File: src/rtl/serial_adder_if.sv
// Valid/ready operand and result channels of the digit-serial add/subtract unit.
// The producer/consumer side uses master; the adder itself uses slave.
interface serial_adder_if #(
  parameter int WIDTH = 16
);
  logic             in_valid;
  logic             in_ready;
  logic [WIDTH-1:0] a;
  logic [WIDTH-1:0] b;
  logic             cin;
  logic             sub;
  logic             out_valid;
  logic             out_ready;
  logic [WIDTH-1:0] sum;
  logic             cout;
  logic             overflow;

  modport master (
    output in_valid, a, b, cin, sub, out_ready,
    input  in_ready, out_valid, sum, cout, overflow
  );

  modport slave (
    input  in_valid, a, b, cin, sub, out_ready,
    output in_ready, out_valid, sum, cout, overflow
  );
endinterface

File: src/rtl/serial_adder.sv
// Digit-serial add/subtract: DIGIT bits per cycle, LSB digit first, registered carry,
// valid/ready on both sides. Result after WIDTH/DIGIT RUN cycles, held in DONE.
module serial_adder #(
  parameter int WIDTH = 16,
  parameter int DIGIT = 4
) (
  input logic           clk,
  input logic           rst,
  serial_adder_if.slave bus
);

  localparam int N     = WIDTH / DIGIT;
  localparam int CNT_W = (N > 1) ? $clog2(N) : 1;

  if (DIGIT < 1 || DIGIT > WIDTH || (WIDTH % DIGIT) != 0) begin : g_bad_param
    $error("serial_adder: WIDTH must be a positive multiple of DIGIT");
  end

  typedef enum logic [1:0] {
    IDLE = 2'd0,
    RUN  = 2'd1,
    DONE = 2'd2
  } state_t;

  state_t             state_q, state_d;
  logic [WIDTH-1:0]   a_q, a_d;
  logic [WIDTH-1:0]   b_q, b_d;
  logic [WIDTH-1:0]   sum_q, sum_d;
  logic               carry_q, carry_d;
  logic               cout_q, cout_d;
  logic               ov_q, ov_d;
  logic [CNT_W-1:0]   cnt_q, cnt_d;

  logic [DIGIT:0]       digit_sum;
  logic [WIDTH+DIGIT-1:0] sum_cat;
  logic                 last_digit;
  logic                 msb_carry_in;

  // One digit of the full-adder datapath plus the values derived from it.
  always_comb begin
    digit_sum    = {1'b0, a_q[DIGIT-1:0]} + {1'b0, b_q[DIGIT-1:0]}
                 + {{DIGIT{1'b0}}, carry_q};
    sum_cat      = {digit_sum[DIGIT-1:0], sum_q};
    last_digit   = (cnt_q == CNT_W'(N - 1));
    // sum bit = a ^ b ^ carry_in, so the carry into the top bit falls out directly.
    msb_carry_in = a_q[DIGIT-1] ^ b_q[DIGIT-1] ^ digit_sum[DIGIT-1];
  end

  always_comb begin
    state_d = state_q;
    a_d     = a_q;
    b_d     = b_q;
    sum_d   = sum_q;
    carry_d = carry_q;
    cout_d  = cout_q;
    ov_d    = ov_q;
    cnt_d   = cnt_q;

    unique case (state_q)
      IDLE: begin
        if (bus.in_valid) begin
          a_d     = bus.a;
          b_d     = bus.sub ? ~bus.b : bus.b;
          carry_d = bus.sub ? 1'b1 : bus.cin;
          cnt_d   = '0;
          state_d = RUN;
        end
      end

      RUN: begin
        a_d     = a_q >> DIGIT;
        b_d     = b_q >> DIGIT;
        sum_d   = sum_cat[WIDTH+DIGIT-1:DIGIT];
        carry_d = digit_sum[DIGIT];
        cnt_d   = cnt_q + CNT_W'(1);
        if (last_digit) begin
          cout_d  = digit_sum[DIGIT];
          ov_d    = msb_carry_in ^ digit_sum[DIGIT];
          state_d = DONE;
        end
      end

      DONE: begin
        if (bus.out_ready) begin
          state_d = IDLE;
        end
      end

      default: begin
        state_d = IDLE;
      end
    endcase
  end

  always_ff @(posedge clk) begin
    if (rst) begin
      state_q <= IDLE;
      sum_q   <= '0;
      carry_q <= 1'b0;
      cout_q  <= 1'b0;
      ov_q    <= 1'b0;
      cnt_q   <= '0;
    end else begin
      state_q <= state_d;
      sum_q   <= sum_d;
      carry_q <= carry_d;
      cout_q  <= cout_d;
      ov_q    <= ov_d;
      cnt_q   <= cnt_d;
    end
  end

  // Operand shift registers are pure data and are always reloaded on accept.
  always_ff @(posedge clk) begin
    a_q <= a_d;
    b_q <= b_d;
  end

  assign bus.in_ready  = (state_q == IDLE);
  assign bus.out_valid = (state_q == DONE);
  assign bus.sum       = sum_q;
  assign bus.cout      = cout_q;
  assign bus.overflow  = ov_q;

endmodule

File: src/flat_wrapper.sv
// flat-port wrapper written by rule: the top's interface ports become plain ports
module serial_adder_flat 
#(
  parameter int WIDTH = 16,
  parameter int DIGIT = 4
)
  (clk, rst, bus_in_valid, bus_a, bus_b, bus_cin, bus_sub, bus_out_ready, bus_in_ready, bus_out_valid, bus_sum, bus_cout, bus_overflow);
  serial_adder_if #(.WIDTH(WIDTH)) bus_i ();
  input logic clk;
  input logic rst;
  input wire logic [$bits(bus_i.in_valid)-1:0] bus_in_valid;
  input wire logic [$bits(bus_i.a)-1:0] bus_a;
  input wire logic [$bits(bus_i.b)-1:0] bus_b;
  input wire logic [$bits(bus_i.cin)-1:0] bus_cin;
  input wire logic [$bits(bus_i.sub)-1:0] bus_sub;
  input wire logic [$bits(bus_i.out_ready)-1:0] bus_out_ready;
  output wire logic [$bits(bus_i.in_ready)-1:0] bus_in_ready;
  output wire logic [$bits(bus_i.out_valid)-1:0] bus_out_valid;
  output wire logic [$bits(bus_i.sum)-1:0] bus_sum;
  output wire logic [$bits(bus_i.cout)-1:0] bus_cout;
  output wire logic [$bits(bus_i.overflow)-1:0] bus_overflow;
  assign bus_i.in_valid = bus_in_valid;
  assign bus_i.a = bus_a;
  assign bus_i.b = bus_b;
  assign bus_i.cin = bus_cin;
  assign bus_i.sub = bus_sub;
  assign bus_i.out_ready = bus_out_ready;
  assign bus_in_ready = bus_i.in_ready;
  assign bus_out_valid = bus_i.out_valid;
  assign bus_sum = bus_i.sum;
  assign bus_cout = bus_i.cout;
  assign bus_overflow = bus_i.overflow;
  serial_adder #(.WIDTH(WIDTH), .DIGIT(DIGIT)) u_core (.clk(clk), .rst(rst), .bus(bus_i));
endmodule
File: config.mk
export PLATFORM = sky130hd
export DESIGN_NAME = serial_adder_flat
export DESIGN_NICKNAME = d
export VERILOG_FILES = /design/src/rtl/serial_adder_if.sv /design/src/rtl/serial_adder.sv /design/src/flat_wrapper.sv
export SDC_FILE = /design/constraint.sdc
export NUM_CORES = 1
export LEC_CHECK = 0
export ABC_AREA = 1
export CORE_ASPECT_RATIO = 1.4
export CORE_UTILIZATION = 40
export DETAILED_ROUTE_END_ITERATION = 10
export GPL_TIMING_DRIVEN = 0
export PLACE_DENSITY = 0.71
export REMOVE_ABC_BUFFERS = 1
export SLEW_MARGIN = 30
export SYNTH_ARGS = -nofsm -noshare
export SYNTH_HDL_FRONTEND = slang
export SYNTH_SLANG_ARGS = --single-unit
File: constraint.sdc
create_clock -name clk -period 4.4 [get_ports clk]
set_clock_uncertainty 0.2 [all_clocks]
set_input_delay 0.88 -clock clk [delete_from_list [all_inputs] [get_ports clk]]
set_output_delay 0.88 -clock clk [all_outputs]
set_load 0.02 [all_outputs]
-- Yosys cells after proc, flatten, opt, wreduce, memory -nomap -nowiden
Cells that the tools add are included.
W data, S select, Z words.
- word-level logic and storage cells: 40
- register bits: 55
- input port bits: 38
- output and inout bits: 20
- add/sub/neg operators: 3
- reduce and logical (&&, ||, !) cells: 5
- multiplexer cells: 14
- bitwise gates (word level): 4
- equal/unequal tests: 6
- operators with widths (operator ; count):
    $pmux W16 S2 ; 2
    $mux W16 ; 3
    $not A16 Y16 ; 1
    $mux W2 ; 4
    $pmux W2 S3 ; 1
    $add A4 B4 Y5 ; 1
    $add A5 B1 Y5 ; 1
    $eq A2 B2 Y1 const B ; 2
    $ne A2 B2 Y1 const B ; 2
    $pmux W2 S2 ; 1
    $reduce_and A2 Y1 ; 2
    $reduce_and A3 Y1 ; 1
    $xor A1 B1 Y1 ; 3
    $add A2 B1 Y2 const B ; 1
    $eq A2 B1 Y1 const B ; 1
    $logic_not A2 Y1 ; 1
    $mux W1 ; 2
    $ne A2 B1 Y1 const B ; 1
    $pmux W1 S2 ; 1
    $reduce_bool A2 Y1 ; 1

-- Longest topological paths before layout
- depth in word-level cells: 4
- mapped depth: 10
- depth with buffers taken out: 10

-- Least setup slack after synthesis
No wires, ideal clock.
- kind: in2reg
- start point: input port bus_in_valid
- end point: register u_core.a_q[0], enable pin
- path buffers: 0
- cell stages on the path: 2
- setup slack: 2158 ps
- setup time: 387 ps
- data arrival time: 1655 ps
- required time: 3813 ps
- cells stage by stage: o21ai_0 -> inv_1
- longest elaborated chain between the ends: 2
- ends and longest elaborated chain (what ; line ; source):
    from (decl) ; flat_wrapper.sv:11 ; input wire logic [$bits(bus_i.in_valid)-1:0] bus_in_valid;
    $ne A2 B2 Y1 (no line) ; -- ;
    $reduce_and A2 Y1 (no line) ; -- ;
    to (signal assigned) ; serial_adder.sv:115 ; a_q <= a_d;
    to (decl) ; serial_adder.sv:26 ; logic [WIDTH-1:0] a_q, a_d;
Every way passes these cells.
A chain may end at the register's enable or synchronous reset.

-- Worst setup path after layout
- start point: register u_core.state_q[1]
- end point: output port bus_out_valid
- longest elaborated chain between the ends: 1
- ends and longest elaborated chain (what ; line ; source):
    from (decl) ; serial_adder.sv:25 ; state_t state_q, state_d;
    from (signal assigned) ; serial_adder.sv:104 ; state_q <= state_d;
    $eq A2 B2 Y1 ; serial_adder.sv:120 ; assign bus.out_valid = (state_q == DONE);
    to (decl) ; flat_wrapper.sv:18 ; output wire logic [$bits(bus_i.out_valid)-1:0] bus_out_valid;
Every way passes these cells.

==> key figures <==
Status
  – Status: complete, no violations

Detailed routing
  – Initial DRC Count: 73
  – Avg Vias per Cell: 4.67
  – Final wirelength: 4.20 mm
  – DRT antenna net count: 0
  – Drt wl/cell: 10.8 µm
  – DR pass1 iterations: 4
  – DRC Markers: 0
  – Via count: 1823

Final layout
  – Fin util: 53.4%
  – Antenna fix cells: 0
  – Footprint of the multi-input gates: 911 µm²
  – Fill cells: 541
  – Register area: 0.00142 mm²
  – Share of layout cells above drive strength 1: 4.38%
  – Design area: 0.00315 mm²
  – Syn-to-layout area delta: 27.1%
  – Final net count: 363

GRT
  – Vias in the first global route: 1638
  – Global-route wire length before repair: 7.00 mm
  – Gr usage total: 14.5%
  – Initial antenna violation count: 0
  – Pin count of the biggest net entering global routing: 67
  – Total grt overflow: 0

Critical path
  – CP endpoint kind: output pin
  – Worst Setup SP: u_core.state_q[1]$_SDFFE_PP0P_
  – R2R Path Start: u_core.state_q[1]$_SDFFE_PP0P_
  – Crit Path Max Fanout: 4
  – Worst Path Class, Setup: reg2out
  – CP required: 3320 ps
  – WP data arrival: 1420 ps
  – CP startpoint kind: flop

Timing
  – Actual slew at the worst max-slew pin: 776 ps
  – Final TNS setup: 0 ps
  – Worst slew margin: 48.3%
  – Fin. Hold Viols: 0
  – Slew Viols, Final: 0
  – Tcrit/Tclk final: 56.9%
  – Setup Viol. Count Final: 0
  – Fmax: 400 MHz
  – RSZ-0062 raised after global routing: no
  – Final Critical Period: 2500 ps
  – Hold WS: 276 ps

Placement
  – Area after DPL: 0.00305 mm²
  – # port buffers: 57
  – Post-DP HPWL: 2.77 mm
  – Routability cong.: 0.786

Power and ir drop
  – Peak supply drop: 0.000194 V
  – Leakage power: 1.26 nW
  – Power Dens Cells: 374 mW/mm²

Die
  – Row cnt: 33
  – # IOs: 58
  – Die height: 95.2 µm
  – Starting Density: 42.0%
  – Core ar.: 0.00590 mm²
  – Die area: 0.00653 mm²
  – Die W: 68.6 µm

Clock network
  – Root buf cell: clkbuf_8
  – Hold-fix buffers, CTS: 0
  – Post-CTS resize count: 0
  – Clock transition at path regs: 100 ps
  – TritonCTS clock tree: yes
  – Cts bufs inserted: 5
  – Clk Latency, worst-skew pair: 310 ps
  – # H-tree levels: 2
  – Post-CTS setup buffer count: 0
  – Clock sinks: 55
  – Clock Path Buffers: 2

Logic synthesis
  – Yosys reg bits: 55
  – Syn avg cell area: 9.29 µm²
  – Post-synth EDFFs: 32
  – Syn Inst Count: 267
  – Top post-synthesis cells by area: edfxtp_1, dfxtp_1, nand2_1, nor2_1, o21ai_0
  – YS warnings: 0
  – Asr flop ratio synth: 0%
  – Synth Flop Type: edfxtp_1
  – Yosys cell types: 21
  – Share of the yosys chip area belonging to registers: 57.3%
  – Top-area cell type share of the netlist area: 38.7%
  – Area leader, netlist: edfxtp_1
  – Syn Std Cell Area: 0.00248 mm²

Min path
  – Hold path startpoint: u_core.cnt_q[1]$_SDFFE_PP0P_
  – Tightest Hold Check Type: reg2reg

Run
  – Max-cap violations: 0
==> registers in the layout, indices dropped and copies added (netlist names) <==
| register | cells |
|---|---|
| u_core.carry_q | 1 |
| u_core.b_q | 16 |
| u_core.cnt_q | 2 |
| u_core.a_q | 16 |
| u_core.bus.cout | 1 |
| u_core.state_q | 2 |
| u_core.bus.sum | 16 |
| u_core.bus.overflow | 1 |
==> critical path: stages, from the launching register on <==
cell	delay (ps)
dfxtp_1	340
inv_1	80
nor2_1	90
clkdlybuf4s50_1	600
==> cells in the final DEF, fill, tap and decap left out, drive strengths merged <==
cell / n
nand2: 68
clkdlybuf4s50: 56
nor2: 45
o21ai: 32
edfxtp: 32
dfxtp: 23
xnor2: 16
inv: 15
a21oi: 8
clkbuf: 6
nand3: 4
ha: 4
clkinv: 3
or2: 2
fa: 2
nor3: 1
o21a: 1
xor2: 1
buf: 1
==> through the flow <==
stage	setup slack [ps]	total power, mW	instances
after floorplan	2160	0.786	255
after global placement	1320	0.878	382
after detailed placement	1570	0.887	382
after CTS	1880	1.20	390
after global routing	1670	1.25	390
final	1900	1.18	390
==> power breakdown <==
group	total [mW]	internal (mW)	switching (mW)
sequential	0.632	0.610	0.0223
clock	0.310	0.147	0.163
combinational	0.238	0.111	0.127
total	1.18	0.868	0.312
==> final timing paths <==
kind	to	slack, ps	depth (start not counted)
max	bus_out_valid	1900	3
min	u_core.cnt_q[1]$_SDFFE_PP0P_	280	2
max reg2reg	u_core.cnt_q[0]$_SDFFE_PP0P_	1970	5
min reg2reg	u_core.cnt_q[1]$_SDFFE_PP0P_	280	2
==> synthesized netlist by cell type, types with 2 or more instances <==
| cell | instances |
|---|---|
| buf_6 | 4 |
| xnor2_1 | 16 |
| or2_2 | 2 |
| buf_4 | 3 |
| a21oi_1 | 8 |
| o21ai_0 | 32 |
| inv_1 | 15 |
| nand3_1 | 4 |
| edfxtp_1 | 32 |
| buf_2 | 2 |
| dfxtp_1 | 23 |
| nor2_1 | 45 |
| clkbuf_1 | 3 |
| ha_1 | 4 |
| fa_1 | 2 |
| nand2_1 | 67 |
==> per-layer routing <==
| layer | up-vias | wire [µm] | GRT usage [%] |
|---|---|---|---|
| li1 | 961 | - | - |
| met1 | 803 | 1770 | 16.7 |
| met2 | 53 | 2120 | 25.2 |
| met3 | 6 | 254 | 4.07 |
| met4 | 0 | 59 | 4.69 |
| met5 | - | 0 | 0 |
==> final cells by class <==
type / count / area share, %
clock inverter: 2 / 0.436
tap: 70 / 2.78
multi-input combinational: 184 / 28.9
sequential: 55 / 45.1
inverter: 16 / 1.94
clock buffer: 6 / 2.98
timing repair buffer: 57 / 17.9
==> cells by family (layout without fill, tap and decap cells) <==
group	count (synthesis)	count (layout)	share of synthesized area, %
DFF	55	55	57.3
adders and majority gates	6	6	3.63
xor gates and xnor gates	17	17	6.00
and+or+nand+nor	120	120	18.7
buffers and inverters	28	81	6.00
AOI/OAI and AO/OA	41	41	8.37
(Power assumes the default switching activity.)
